$ cat src/rtl/mips_fetch_pkg.sv
// Shared fetch-stage types and constants: state encoding, fault codes and
// fixed words used by the instruction fetch unit and its helpers.
package mips_fetch_pkg;

  typedef enum logic [1:0] {
    ST_RUN   = 2'd0,
    ST_MISS  = 2'd1,
    ST_FAULT = 2'd2
  } fetch_state_e;

  localparam logic [1:0] FC_NONE     = 2'b00;
  localparam logic [1:0] FC_MISALIGN = 2'b01;
  localparam logic [1:0] FC_RANGE    = 2'b10;
  localparam logic [1:0] FC_MISS     = 2'b11;

  localparam logic [31:0] NOP_WORD = 32'h0000_0000;
  localparam logic [31:0] PC_INC   = 32'd4;

endpackage

$ cat src/rtl/fetch_miss_counter.sv
// Saturating count of consecutive fetch misses; limit_next flags that one more
// increment would reach LIMIT.
module fetch_miss_counter #(
  parameter int unsigned LIMIT = 8,
  localparam int W = $clog2(LIMIT + 1)
) (
  input  logic clk,
  input  logic rst,
  input  logic clr,
  input  logic inc,
  output logic limit_next
);

  logic [W-1:0] count_q;
  logic [W-1:0] count_d;

  always_comb begin
    count_d = count_q;
    if (clr) begin
      count_d = '0;
    end else if (inc && (count_q != W'(LIMIT))) begin
      count_d = count_q + 1'b1;
    end
  end

  always_ff @(posedge clk) begin
    if (rst) begin
      count_q <= '0;
    end else begin
      count_q <= count_d;
    end
  end

  assign limit_next = (count_q >= W'(LIMIT - 1));

endmodule

$ cat src/rtl/instruction_fetch_unit.sv
// Fetch stage: owns the PC, fetches from a combinational instruction memory
// and loads the IF/ID register, handling stalls, redirects, misses and faults.
module instruction_fetch_unit
  import mips_fetch_pkg::*;
#(
  parameter logic [31:0] RESET_PC   = 32'h0000_0000,
  parameter int unsigned IMEM_BYTES = 64,
  parameter int unsigned MISS_LIMIT = 8
) (
  input  logic         Clk,
  input  logic         Rst,
  output logic [31:0]  IAddr,
  input  logic [31:0]  IData,
  input  logic         IMemError,
  input  logic         Stall,
  input  logic         RedirectEn,
  input  logic [31:0]  RedirectPC,
  output logic [31:0]  InstrOut,
  output logic [31:0]  PCPlus4Out,
  output logic         ValidOut,
  output logic         FetchFault,
  output logic [1:0]   FaultCode,
  output fetch_state_e dbg_state
);

  localparam logic [31:0] PC_MAX = 32'(IMEM_BYTES - 4);

  logic [31:0]  pc_q, pc_d;
  logic [31:0]  instr_q, instr_d;
  logic [31:0]  pc4_q, pc4_d;
  logic         valid_q, valid_d;
  logic [1:0]   code_q, code_d;
  fetch_state_e state_q, state_d;
  logic         miss_clr, miss_inc, miss_limit_next;

  fetch_miss_counter #(.LIMIT(MISS_LIMIT)) u_miss_counter (
    .clk        (Clk),
    .rst        (Rst),
    .clr        (miss_clr),
    .inc        (miss_inc),
    .limit_next (miss_limit_next)
  );

  // Priority below the FAULT freeze: redirect, range, stall, miss, fetch.
  always_comb begin
    pc_d     = pc_q;
    instr_d  = instr_q;
    pc4_d    = pc4_q;
    valid_d  = valid_q;
    code_d   = code_q;
    state_d  = state_q;
    miss_clr = 1'b0;
    miss_inc = 1'b0;
    if (state_q != ST_FAULT) begin
      if (RedirectEn) begin
        instr_d = NOP_WORD;
        valid_d = 1'b0;
        if (RedirectPC[1:0] != 2'b00) begin
          state_d = ST_FAULT;
          code_d  = FC_MISALIGN;
        end else begin
          pc_d     = RedirectPC;
          miss_clr = 1'b1;
          state_d  = ST_RUN;
        end
      end else if (pc_q > PC_MAX) begin
        valid_d = 1'b0;
        state_d = ST_FAULT;
        code_d  = FC_RANGE;
      end else if (Stall) begin
        miss_inc = IMemError;
      end else if (IMemError) begin
        instr_d  = NOP_WORD;
        valid_d  = 1'b0;
        miss_inc = 1'b1;
        if (miss_limit_next) begin
          state_d = ST_FAULT;
          code_d  = FC_MISS;
        end else begin
          state_d = ST_MISS;
        end
      end else begin
        instr_d  = IData;
        pc4_d    = pc_q + PC_INC;
        valid_d  = 1'b1;
        pc_d     = pc_q + PC_INC;
        miss_clr = 1'b1;
        state_d  = ST_RUN;
      end
    end
  end

  always_ff @(posedge Clk) begin
    if (Rst) begin
      pc_q    <= RESET_PC;
      instr_q <= NOP_WORD;
      pc4_q   <= '0;
      valid_q <= 1'b0;
      code_q  <= FC_NONE;
      state_q <= ST_RUN;
    end else begin
      pc_q    <= pc_d;
      instr_q <= instr_d;
      pc4_q   <= pc4_d;
      valid_q <= valid_d;
      code_q  <= code_d;
      state_q <= state_d;
    end
  end

  assign IAddr      = pc_q;
  assign InstrOut   = instr_q;
  assign PCPlus4Out = pc4_q;
  assign ValidOut   = valid_q;
  assign FaultCode  = code_q;
  assign FetchFault = (state_q == ST_FAULT);
  assign dbg_state  = state_q;

endmodule

$ cat config.mk
export PLATFORM = sky130hd
export DESIGN_NAME = instruction_fetch_unit
export DESIGN_NICKNAME = d
export VERILOG_FILES = /design/src/rtl/mips_fetch_pkg.sv /design/src/rtl/fetch_miss_counter.sv /design/src/rtl/instruction_fetch_unit.sv
export SDC_FILE = /design/constraint.sdc
export NUM_CORES = 1
export LEC_CHECK = 0
export ABC_AREA = 1
export CAP_MARGIN = 15
export CORE_MARGIN = 8
export CORE_UTILIZATION = 45
export CTS_CLUSTER_DIAMETER = 100
export DETAILED_ROUTE_END_ITERATION = 6
export GPL_TIMING_DRIVEN = 0
export PLACE_DENSITY = 0.8
export SYNTH_ARGS = -nofsm -noshare
export SYNTH_HDL_FRONTEND = slang
export SYNTH_HIERARCHICAL = 1
export SYNTH_SLANG_ARGS = --single-unit
$ cat constraint.sdc
create_clock -name Clk -period 2.1 [get_ports Clk]
set_input_delay 0.315 -clock Clk [delete_from_list [all_inputs] [get_ports Clk]]
set_output_delay 0.315 -clock Clk [all_outputs]
set_load 0.01 [all_outputs]
[Word-level counts from Yosys, hierarchy flattened]
Index checks and enable logic that the tools add are counted.
Cells by class
  order comparisons: 2
  reductions and logical operators: 10
  equality and inequality tests: 9
  $add $sub $neg: 2
  bitwise gates (word level): 4
  muxes and demuxes: 35
Operators by type and width (number)
  32-bit 2-to-1 mux: 9
  32-bit by 3-bit adder with 32-bit output, second input constant: 1
  32-bit by 6-bit greater-than comparator with 1-bit output, second input constant: 1
  2-bit 2-to-1 mux: 12
  5-bit AND reduction: 3
  1-bit 2-to-1 mux: 14
  2-bit by 1-bit inequality test with 1-bit output, second input constant: 3
  2-bit inequality test, second input constant: 3
  3-bit nonzero test: 2
  4-bit by 1-bit adder with 4-bit output, second input constant: 1
  4-bit by 3-bit greater-or-equal comparator with 1-bit output, second input constant: 1
  4-bit inequality test, second input constant: 1
  1-bit inverter: 4
  3-bit by 1-bit inequality test with 1-bit output, second input constant: 1
  3-bit AND reduction: 1
  2-bit == test, second input constant: 1
  2-bit AND reduction: 1
  2-bit nonzero test: 1
  2-bit OR reduction: 1
  1-bit logical AND: 1
Word-level totals
  input bits: 69
  output and inout bits: 102
  word-level logic and storage cells: 69
  bits in registers: 105

[Longest topological paths before layout]
Gate-level depths: netlist (run 1).
  depth in word-level cells: 6
  depth in mapped cells: 12

[By module]
The synthesis (run 1) kept the hierarchy.
Modules (own cells, without submodules)
  instruction_fetch_unit: area each 4575.6 um^2, cells each 705, times used 1, sequential area each 2021.9 um^2
  fetch_miss_counter: area each 245.2 um^2, cells each 37, times used 1, sequential area each 80.1 um^2

[Least setup slack after synthesis (run 1)]
OpenSTA, ideal clock, no wires.
  path type: reg2reg
  start: register pc_q[2] (netlist: IAddr[2])
  end: register u_miss_counter.count_q[1]
  library setup time: 0.116 ns
  path buffers: 0
  path slack: 0.218 ns
  required time: 1.984 ns
  arrival: 1.766 ns
  stages on the path, launching flop included: 10
  cells stage by stage: dfxtp_1 ha_1 nand3_2 nor2_1 nor2_1 nand3_2 nor4_1 nand2_2 o21ai_0 nor2_1
Between the ends
  longest elaborated chain between the ends: 5
  elaborated cells on any way between the ends: 9
RTL lines
  from (decl): line instruction_fetch_unit.sv:28  | logic [31:0] pc_q, pc_d;
  from (signal assigned): line instruction_fetch_unit.sv:102  | pc_q <= pc_d;
  32-bit by 6-bit greater-than comparator with 1-bit output: line instruction_fetch_unit.sv:66  | end else if (pc_q > PC_MAX) begin
  1-bit 2-to-1 mux: line instruction_fetch_unit.sv:66
  1-bit 2-to-1 mux: line instruction_fetch_unit.sv:55  | if (RedirectEn) begin
  1-bit 2-to-1 mux: line instruction_fetch_unit.sv:54  | if (state_q != ST_FAULT) begin
  net miss_inc: line instruction_fetch_unit.sv:34  | logic miss_clr, miss_inc, miss_limit_next;
  1-bit logical AND: line fetch_miss_counter.sv:21  | end else if (inc && (count_q != W'(LIMIT))) begin
  to (signal assigned): line fetch_miss_counter.sv:30  | count_q <= count_d;
  to (decl): line fetch_miss_counter.sv:14  | logic [W-1:0] count_q;
The timed path passes the listed nets, and every way through them passes these cells.
A chain may end at the register's enable or synchronous reset.

[Worst setup path after layout (run 1)]
  start: register pc_q[2] (netlist: IAddr[2])
  end: register pc4_q[6] (netlist: PCPlus4Out[6])
Between the ends
  longest elaborated chain between the ends: 3
  elaborated cells on any way between the ends: 4
RTL lines
  32-bit by 6-bit greater-than comparator with 1-bit output: line instruction_fetch_unit.sv:66
  1-bit inverter (no line)
  5-bit AND reduction (no line)
  to (signal assigned): line instruction_fetch_unit.sv:104  | pc4_q <= pc4_d;
  to (decl): line instruction_fetch_unit.sv:30  | logic [31:0] pc4_q, pc4_d;
Several ways; a longest one is shown, not always the timed one.

==> results of run 1 <==
==> power breakdown <==
group / total (W) / switching, W / internal [W]
clock network: 0.00124 / 0.000777 / 0.000462
registers: 0.00228 / 0.000131 / 0.00215
logic: 0.00129 / 0.000650 / 0.000642
total: 0.00481 / 0.00156 / 0.00325
==> area by class of cell <==
cell class | instances | area, sq um | area share, %
Clock buffer | 10 | 128 | 1.84
Tap cell | 136 | 170 | 2.45
Multi-Input combinational cell | 545 | 2330 | 33.6
Sequential cell | 105 | 2100 | 30.3
Inverter | 57 | 214 | 3.08
Buffer | 35 | 200 | 2.88
Timing Repair Buffer | 173 | 1740 | 25.0
Clock inverter | 6 | 61.3 | 0.883
==> cells by family (layout without fill, tap and decap cells) <==
logic type | Yosys count | after routing | synth area share (%)
compound gates | 65 | 65 | 7.14
xor+xnor | 7 | 7 | 1.27
fa+ha+maj | 3 | 3 | 0.779
buf+inv | 92 | 281 | 8.41
flops | 105 | 105 | 43.6
simple gates | 470 | 470 | 38.8
==> worst min-delay path: stages, from the launching register on <==
cell and delay, ns:
dfxtp_1 0.33, nand2_1 0.06, nor2_1 0.03
==> metrics by stage <==
stage | setup slack [ns] | hold slack [ns] | area, sq um
2_1_floorplan | 0.218 | 0.456 | 4820
3_3_place_gp | -0.380 | 0.426 | 6690
3_5_place_dp | -0.397 | 0.427 | 6690
4_1_cts | 0.0170 | 0.446 | 6890
5_1_grt | -0.0326 | 0.454 | 6950
6_report | 0.0661 | 0.444 | 6950
==> timing repair <==
action                     in CTS  in global routing
pin swaps                       0                  2
setup endpoints to repair       4                 41
gates resized for setup         4                  6
setup buffers                   0                  3
hold endpoints to repair        0                  0
==> layer usage <==
| metal | track usage (%) | vias up | wire, um |
|---|---|---|---|
| met1 | 23.9 | 2254 | 6390 |
| met2 | 33.6 | 204 | 6910 |
| met3 | 8.86 | 14 | 1690 |
| met4 | 5.54 | 0 | 138 |
| met5 | 0 | - | 0 |
| li1 | - | 2665 | - |
==> state kept, by name, summed over array words and instances, names as in the netlist <==
| register | flops |
|---|---|
| InstrOut | 32 |
| IAddr | 32 |
| u_miss_counter/count_q | 4 |
| dbg_state | 2 |
| ValidOut | 1 |
| FaultCode | 2 |
| PCPlus4Out | 32 |
==> path summary, 6_finish.rpt <==
| check | cells after the start | start | endpoint | slack, ns |
|---|---|---|---|---|
| min | 2 | PCPlus4Out[25]$_SDFFE_PP0P_ | PCPlus4Out[25]$_SDFFE_PP0P_ | 0.44 |
| max | 10 | IAddr[2]$_SDFFE_PP0P_ | PCPlus4Out[6]$_SDFFE_PP0P_ | 0.07 |
| max reg2reg | 10 | IAddr[2]$_SDFFE_PP0P_ | PCPlus4Out[6]$_SDFFE_PP0P_ | 0.07 |
| min reg2reg | 2 | PCPlus4Out[25]$_SDFFE_PP0P_ | PCPlus4Out[25]$_SDFFE_PP0P_ | 0.44 |
==> layout by cell type, fill, tap and decap left out, types with 9 or more instances in the layout <==
master,n
a21oi_1,14
clkbuf_1,19
clkbuf_8,9
clkdlybuf4s50_1,170
dfxtp_1,103
inv_1,56
nand2_1,243
nand3_1,34
nor2_1,170
o21ai_0,35
o21ai_1,12
==> reports/qor.yml, run 1 <==
outcome: "complete, no violations"
post-route-period-util_pct: 96.9
synth_cells: 742
syn_area_sq_mm: 0.00482
synth-edff-count: 0
cp_num_buf_inv: 1
cp_slowest_cell: "dfxtp_2"
rows: 37
ant_nets: 0
total_power_w: 0.00481
drtPass1Iterations: 5
die_w_um: 120
fin_nets: 998
path_common_cell: "nor2_1"
wirelength_um: 15100
end_kind: "flip-flop"
grt_max_degree: 20
fin_skew_ns: 0.0210
grt_pass1_wl_um: 24200
p_leak_nw: 2.99
port_buffers: 170
pin_count: 171
cap_violations: 0
cp.arrival_ns: 2.31
path_clk_slew_ns: 0.11
ys_seq_area_share_pct: 43.6
synthFlopType: "dfxtp_1"
grt_setup_unrepaired: "yes"
track_usage_pct: 20.5
dpl.hpwl_um: 11400
yosysWarnings: 6
timing_worst_setup_path_type: "reg2reg"
p_per_area_mw_per_mm2: 692
synth_area_leader_cell: "dfxtp_1"
layout.cells.non_filler: 1067
dieArea_sq_mm: 0.0143
ys_top_cells_by_area: "dfxtp_1 44%, nand2_1 19%, nor2_1 13%, inv_1 4.4%, o21ai_0 3.6%"
die_h_um: 120
grt-ovfl-total: 0
final_util_pct: 67.0
drive_gt1_share_pct: 5.26
ys_async_sr_fraction_pct: 0
nFillCells: 957
drc: 0
h-tree-depth: 3
worst_ep_required_time_ns: 2.37
synth_common_cells: "244 x nand2_1, 171 x nor2_1, 105 x dfxtp_1, 56 x inv_1, 35 x o21ai_0"
core-area_sq_mm: 0.0104
crit_family: "simple AND/OR/NAND/NOR gates"
clock_sinks: 105
crit_chain: "ha_1 > nand3_2 > nor2_1 > nor2_1 > nand3_2 > nor2_1 > nand3_2 > buf_4 > o21ai_0 > nor2_1"
ctsHoldBuffers: 0
cts_buffers: 9
drtIter0Drc: 270
syn_to_final_growth_pct: 44.1
place.gp.congestion: 0.857
finalHoldViolations: 0
vdd_drop_max_uv: 452
dp_cells: 1048
critPathMaxStageDelay_ns: 0.36
clockBufferDepth: 2
setup_tns_ns: 0
vias: 5137
critPathLaunchType: "flip-flop"
synth.most_common_cell: "nand2_1"
clock_latency_ns: 0.38
vias_per_cell: 4.81
ys_seq_elements: 105
drv_slew: 0
antenna_found_initial: 0
grt_pass1_vias: 4905
fin_crit_ns: 2.03
fmax_ghz: 0.492
crit_fanout: 10
syn_avg_cell_area_sq_um: 6.50
root_buffer: "clkbuf_8"
cts_tree: "yes"
syn-num-nets: 814
max_slew_margin_pct: 63.3
synth_top_area_share_pct: 43.6
worst_pin_slew_ns: 0.551
antennaDiodeCount: 0
yosysUniqueCellTypes: 26
routedWlPerCell_um: 14.2
setup_viol_count_final: 0
worstHoldPathType: "reg2reg"
initial_core_util_pct: 46.5
Note: power is estimated with default switching activity, not from simulation.
==> run 2: changes to the inputs <==
--- a/config.mk
+++ b/config.mk
@@ -8,12 +8,11 @@
 export ABC_AREA = 1
 export CAP_MARGIN = 15
 export CORE_MARGIN = 8
-export CORE_UTILIZATION = 45
+export CORE_UTILIZATION = 40
 export CTS_CLUSTER_DIAMETER = 100
 export DETAILED_ROUTE_END_ITERATION = 6
 export GPL_TIMING_DRIVEN = 0
-export PLACE_DENSITY = 0.8
+export PLACE_DENSITY = 0.71
 export SYNTH_ARGS = -nofsm -noshare
 export SYNTH_HDL_FRONTEND = slang
-export SYNTH_HIERARCHICAL = 1
 export SYNTH_SLANG_ARGS = --single-unit
==> constraint.sdc (replaced) <==
create_clock -name Clk -period 2.5 [get_ports Clk]
set_input_delay 0.375 -clock Clk [delete_from_list [all_inputs] [get_ports Clk]]
set_output_delay 0.375 -clock Clk [all_outputs]
set_load 0.01 [all_outputs]
==> run 2 against run 1 <==
Net effect:
- design area up 5.8%
- die area is 17% higher
- wire length up 19%
- worst hold slack worse by 0.0074 ns
- first-iteration DRC count increased by 55%
- critical path depth rose by 1
- largest power group unchanged
- power decreased by 2.1%
==> reports/qor.yml, run 2 <==
worstHoldPathType: "reg2reg"
finalHoldViolations: 0  # unchanged
vias: 5599  # +9.0%
cp_slowest_cell: "dfxtp_1"
worst_pin_slew_ns: 0.650  # +0.0991 ns
drive_gt1_share_pct: 4.74  # -0.52 points
crit_fanout: 10  # unchanged
grt_pass1_wl_um: 28900  # +19%
vdd_drop_max_uv: 448  # -0.97%
die_w_um: 129  # +8.3%
final_util_pct: 58.5  # -8.5 points
max_slew_margin_pct: 56.6  # -6.6 points
syn-num-nets: 857  # +5.3%
yosysUniqueCellTypes: 30  # +15%
cts_tree: "yes"
end_kind: "flip-flop"
antenna_found_initial: 0  # unchanged
worst_ep_required_time_ns: 2.73  # +0.36 ns
drc: 0  # unchanged
cts_buffers: 9  # unchanged
cts_setup_buffers: 0  # unchanged
critPathMaxStageDelay_ns: 0.37  # about the same
ys_seq_area_share_pct: 40.9  # -2.7 points
p_per_area_mw_per_mm2: 641  # -7.4%
nFillCells: 1265  # +32%
cp.arrival_ns: 2.49  # +0.18 ns
use_met3_pct: 9.00  # +0.14 points
post-route-period-util_pct: 90.3  # -6.5 points
dp_cells: 1126  # +7.4%
drtIter0Drc: 418  # +55%
syn_to_final_growth_pct: 42.9
grt_setup_unrepaired: "no"
setup_tns_ns: 0  # unchanged
wirelength_um: 18000  # +19%
syn_avg_cell_area_sq_um: 6.55  # +0.80%
rows: 41  # +11%
vias_per_cell: 4.90  # +1.8%
ys_async_sr_fraction_pct: 0  # unchanged
synth_cells: 785  # +5.8%
initial_core_util_pct: 40.9  # -5.6 points
fin_crit_ns: 2.26  # +0.224 ns
routedWlPerCell_um: 15.7  # +11%
syn_area_sq_mm: 0.00514  # +6.6%
synth_top_area_share_pct: 40.9  # -2.7 points
grt-ovfl-total: 0  # unchanged
final_cell_mix: "241 x nand2_1, 169 x clkdlybuf4s50_1, 154 x nor2_1"
synthFlopType: "dfxtp_1"
fin_nets: 1037  # +3.9%
final_common_cell: "nand2_1"
synth.most_common_cell: "nand2_1"
synth-edff-count: 0  # unchanged
synth_area_leader_cell: "dfxtp_1"
clock_latency_ns: 0.37  # about the same
antennaDiodeCount: 0  # unchanged
layout.cells.non_filler: 1142  # +7.0%
dieArea_sq_mm: 0.0167  # +17%
path_clk_slew_ns: 0.07  # -0.04 ns
globalRouteMet2Util_pct: 35.1  # +1.5 points
ys_seq_elements: 105  # unchanged
cts_resized: 0  # -4
grt_max_degree: 19  # -5.0%
clockBufferDepth: 2  # unchanged
globalRouteMet1Util_pct: 26.0  # +2.1 points
p_leak_nw: 2.87  # -3.9%
grt_pass1_vias: 5519  # +13%
fmax_ghz: 0.443  # -9.9%
root_buffer: "clkbuf_16"
drtPass1Iterations: 5  # unchanged
synth_common_cells: "241 x nand2_1, 154 x nor2_1, 105 x dfxtp_1, 68 x nand3_1, 44 x inv_1"
ctsHoldBuffers: 0  # unchanged
dpl.hpwl_um: 13800  # +21%
timing_worst_setup_path_type: "reg2reg"
place.gp.congestion: 0.921  # +7.5%
track_usage_pct: 22.1  # +1.6 points
outcome: "complete, no violations"
port_buffers: 169  # -0.59%
setup_viol_count_final: 0  # unchanged
drv_slew: 0  # unchanged
crit_chain: "ha_1 > nand3_2 > nor2_1 > nor2_2 > nand2_1 > nor2_1 > nand3_2 > buf_6 > buf_2 > nand2_1 > nor2_1"
ys_top_cells_by_area: "dfxtp_1 41%, nand2_1 18%, nor2_1 11%, nand3_1 6.6%, o21ai_0 3.4%"
path_common_cell: "nor2_1"
pin_count: 171  # unchanged
core-area_sq_mm: 0.0126  # +21%
yosysWarnings: 0  # -6
critPathLaunchType: "flip-flop"
fin_skew_ns: 0.00789  # -0.0131 ns
clock_sinks: 105  # unchanged
top_usage_layer: "met2"
h-tree-depth: 3  # unchanged
die_h_um: 129  # +8.3%
ant_nets: 0  # unchanged
cap_violations: 0  # unchanged
==> run 2: cell types whose count changed after synthesis, sizes merged, moves of 5 or more <==
cell and change:
a21oi +10, inv -12, nand3 +33, nand4 +8
nor2 -15, nor3 +5
==> run 2: worst paths after layout <==
| kind | startpoint | end | slack, ns | depth (start not counted) |
|---|---|---|---|---|
| max reg2reg | IAddr[2]$_SDFFE_PP0P_ | PCPlus4Out[13]$_SDFFE_PP0P_ | 0.24 | 11 |
| min reg2reg | PCPlus4Out[10]$_SDFFE_PP0P_ | PCPlus4Out[10]$_SDFFE_PP0P_ | 0.44 | 2 |
| min | PCPlus4Out[10]$_SDFFE_PP0P_ | PCPlus4Out[10]$_SDFFE_PP0P_ | 0.44 | 2 |
| max | IAddr[2]$_SDFFE_PP0P_ | PCPlus4Out[13]$_SDFFE_PP0P_ | 0.24 | 11 |
==> run 2: cell type report <==
class | instances | area (sq um) | area share [%]
inverter | 45 | 169 | 2.30
clock inverter | 5 | 46.3 | 0.630
multi-input combinational | 596 | 2640 | 35.9
timing repair buffer | 169 | 1690 | 23.0
tap | 172 | 215 | 2.93
sequential | 105 | 2100 | 28.6
clock buffer | 11 | 253 | 3.44
buffer | 39 | 231 | 3.15
==> run 2: critical path: cells and delay by family, from the launching register on <==
family                   cells  cell delay (ns)
buffers and inverters        2             0.44
flip-flops                   1             0.37
AND/OR/NAND/NOR              8             1.02
adder cells (fa/ha/maj)      1             0.30
==> run 2: layer usage <==
metal  vias to the layer above  share of wire, %
li1                       2856                 -
met1                      2517                43
met2                       191                45
met3                        35               9.6
met4                         0               3.0
met5                         -                 0
==> run 2: logic make-up (layout without fill, tap and decap cells) <==
kind of cell               Yosys count  count (layout)  synth area share (%)
DFF                                105             105                  40.9
and+or+nand+nor                    501             501                  40.4
buffers and inverters               84             269                  7.79
xor gates and xnor gates             8               8                  1.36
AOI/OAI and AO/OA                   84              84                  8.81
adders and majority gates            3               3                 0.730
==> run 2: per-stage QoR <==
step                setup WS, ns  hold slack, ns  total power [W]  area (sq um)
detailed placement         0.122           0.426          0.00332          7050
global placement           0.144           0.424          0.00331          7050
floorplan                  0.649           0.441          0.00269          5140
global route              0.0468           0.458          0.00499          7350
finish                     0.242           0.437          0.00471          7350
CTS                        0.242           0.439          0.00476          7350
==> run 2: where the power goes <==
| part | switching (W) | total [W] | internal [W] |
|---|---|---|---|
| clock | 0.000681 | 0.00143 | 0.000746 |
| combinational | 0.000694 | 0.00133 | 0.000639 |
| sequential | 0.000116 | 0.00195 | 0.00184 |
| total | 0.00149 | 0.00471 | 0.00322 |
==> run 3: changes to the inputs <==
--- a/config.mk
+++ b/config.mk
@@ -13,6 +13,7 @@
 export DETAILED_ROUTE_END_ITERATION = 6
 export GPL_TIMING_DRIVEN = 0
 export PLACE_DENSITY = 0.71
+export RECOVER_POWER = 50
 export SYNTH_ARGS = -nofsm -noshare
 export SYNTH_HDL_FRONTEND = slang
 export SYNTH_SLANG_ARGS = --single-unit
==> run 3 against run 2 <==
Net effect:
- worst setup slack gained 0.0050 ns
- critical path type unchanged
- via count down 0.89%
- sequential share of layout area is essentially flat
- register-to-register slack barely moved
- design area barely moved
- non-clock buffer count did not move
- global-route usage stayed put
- highest routed layer unchanged
- wire length about the same
- combinational power is 5% lower
- die area stayed put
- largest power group unchanged
- final cell count stayed put
==> reports/qor.yml, run 3 (synthesis gave the netlist of run 2 again) <==
final_cell_mix: "242 x nand2_1, 154 x nor2_1, 105 x dfxtp_1"
clock_latency_ns: 0.36  # about the same
final_util_pct: 58.4  # about the same
cts_setup_buffers: 0  # unchanged
p_per_area_mw_per_mm2: 632  # -1.4%
timing_worst_setup_path_type: "reg2reg"
fin_crit_ns: 2.25  # -0.00504 ns
max_slew_margin_pct: 55.1  # -1.5 points
cp_num_buf_inv: 2  # unchanged
finalHoldViolations: 0  # unchanged
holdWs_ns: 0.435  # -0.00192 ns
critPathMaxStageDelay_ns: 0.36  # about the same
worst_pin_slew_ns: 0.674  # +0.0232 ns
routedWlPerCell_um: 15.7  # about the same
nFillCells: 1265  # unchanged
sw_frac_of_total_pct: 31.9  # +0.23 points
track_usage_pct: 22.1  # unchanged
place.gp.congestion: 0.921  # unchanged
antenna_found_initial: 0  # unchanged
grt-ovfl-total: 0  # unchanged
vias_per_cell: 4.86  # -0.89%
initial_core_util_pct: 40.9  # unchanged
ant_nets: 0  # unchanged
power.switching_w: 0.00148  # -0.74%
design_area_sq_mm: 0.00734  # about the same
crit_fanout: 10  # unchanged
dieArea_sq_mm: 0.0167  # unchanged
drive_gt1_share_pct: 4.64  # -0.10 points
drtIter0Drc: 379  # -9.3%
fin_skew_ns: 0.00837  # +0.000474 ns
port_buffers: 169  # unchanged
grt_pass1_wl_um: 28900  # unchanged
h-tree-depth: 3  # unchanged
end_kind: "flip-flop"
path_common_cell: "nor2_1"
path_clk_slew_ns: 0.07  # about the same
p_leak_nw: 3.18  # +11%
dpl_cell_area_sq_mm: 0.00705  # unchanged
worstHoldPathType: "reg2reg"
drtPass1Iterations: 4  # -1
post-route-period-util_pct: 90.1  # -0.20 points
p_clk_share_pct: 30.7  # +0.4 points
die_h_um: 129  # unchanged
crit_chain: "ha_1 > nand3_2 > nor2_1 > nor2_2 > nand2_1 > nor2_1 > nand3_2 > buf_6 > buf_2 > nand2_1 > nor2_1"
wirelength_um: 18000  # about the same
cp_slowest_cell: "dfxtp_1"
pin_count: 171  # unchanged
fin_nets: 1037  # unchanged
cts_tree: "yes"
worst_ep_required_time_ns: 2.73  # about the same
combPwrFrac_pct: 27.4  # -0.9 points
vias: 5549  # -0.89%
cp.arrival_ns: 2.48  # about the same
outcome: "complete, no violations"
clockBufferDepth: 2  # unchanged
clock_sinks: 105  # unchanged
seqPwrFrac_pct: 41.8  # +0.4 points
rows: 41  # unchanged
grt_pass1_vias: 5519  # unchanged
root_buffer: "clkbuf_16"
cts_buffers: 9  # unchanged
cap_violations: 0  # unchanged
grt_setup_unrepaired: "no"
crit_family: "simple AND/OR/NAND/NOR gates"
die_w_um: 129  # unchanged
cts_resized: 0  # unchanged
dpl.hpwl_um: 13800  # unchanged
critPathLaunchType: "flip-flop"
grt_max_degree: 19  # unchanged
ctsHoldBuffers: 0  # unchanged
setup_viol_count_final: 0  # unchanged
fmax_ghz: 0.444  # +0.22%
p_int_w: 0.00316  # -1.8%
syn_to_final_growth_pct: 42.9  # about the same
drv_slew: 0  # unchanged
drc: 0  # unchanged
final_common_cell: "nand2_1"
antennaDiodeCount: 0  # unchanged
setup_tns_ns: 0  # unchanged
vdd_drop_max_uv: 451  # +0.63%
core-area_sq_mm: 0.0126  # unchanged
==> run 3: cell types whose count changed in the layout (fill, tap and decap cells not counted), sizes merged <==
cell	change
clkdlybuf4s50	-101
dlygate4sd3	+101
==> run 3: per-layer routing <==
layer	share of wire (%)	up-vias	GRT usage [%]
li1	-	2860	-
met3	10	33	9.00
met1	42	2470	26.0
met2	45	186	35.1
met4	3.1	0	8.98
met5	0	-	0
==> run 3: layout make-up <==
| type | instances | area (sq um) | share of cell area, % |
|---|---|---|---|
| Timing Repair Buffer | 169 | 1690 | 23.0 |
| Buffer | 39 | 231 | 3.15 |
| Inverter | 45 | 169 | 2.30 |
| Tap cell | 172 | 215 | 2.93 |
| Clock buffer | 11 | 253 | 3.44 |
| Clock inverter | 5 | 46.3 | 0.630 |
| Sequential cell | 105 | 2100 | 28.6 |
| Multi-Input combinational cell | 596 | 2640 | 35.9 |
==> run 3: through the flow <==
stage	total power (W)	setup WS, ns	cells
floorplan	0.00269	0.649	785
global placement	0.00331	0.144	1126
detailed placement	0.00332	0.122	1126
CTS	0.00476	0.242	1142
global route	0.00492	0.0495	1142
finish	0.00464	0.247	1142
==> run 3: power groups by stage <==
stage,registers (W),logic (W),clock network [W]
after floorplan,0.00204,0.000644,0
after global placement,0.00198,0.00133,0
after detailed placement,0.00198,0.00134,0
after CTS,0.00195,0.00135,0.00146
after global routing,0.00197,0.00142,0.00154
final,0.00194,0.00127,0.00143
==> run 3: tightest hold or removal path, cell delays in order, from the launching register on <==
cell     delay [ns]
dfxtp_1        0.31
nand2_1        0.06
nor2_1         0.03
==> run 3: path summary, 6_finish.rpt <==
path	start	endpoint	slack, ns	cells after the start
max reg2reg	IAddr[2]$_SDFFE_PP0P_	PCPlus4Out[13]$_SDFFE_PP0P_	0.25	11
min	PCPlus4Out[26]$_SDFFE_PP0P_	PCPlus4Out[26]$_SDFFE_PP0P_	0.44	2
min reg2reg	PCPlus4Out[26]$_SDFFE_PP0P_	PCPlus4Out[26]$_SDFFE_PP0P_	0.44	2
max	IAddr[2]$_SDFFE_PP0P_	PCPlus4Out[13]$_SDFFE_PP0P_	0.25	11
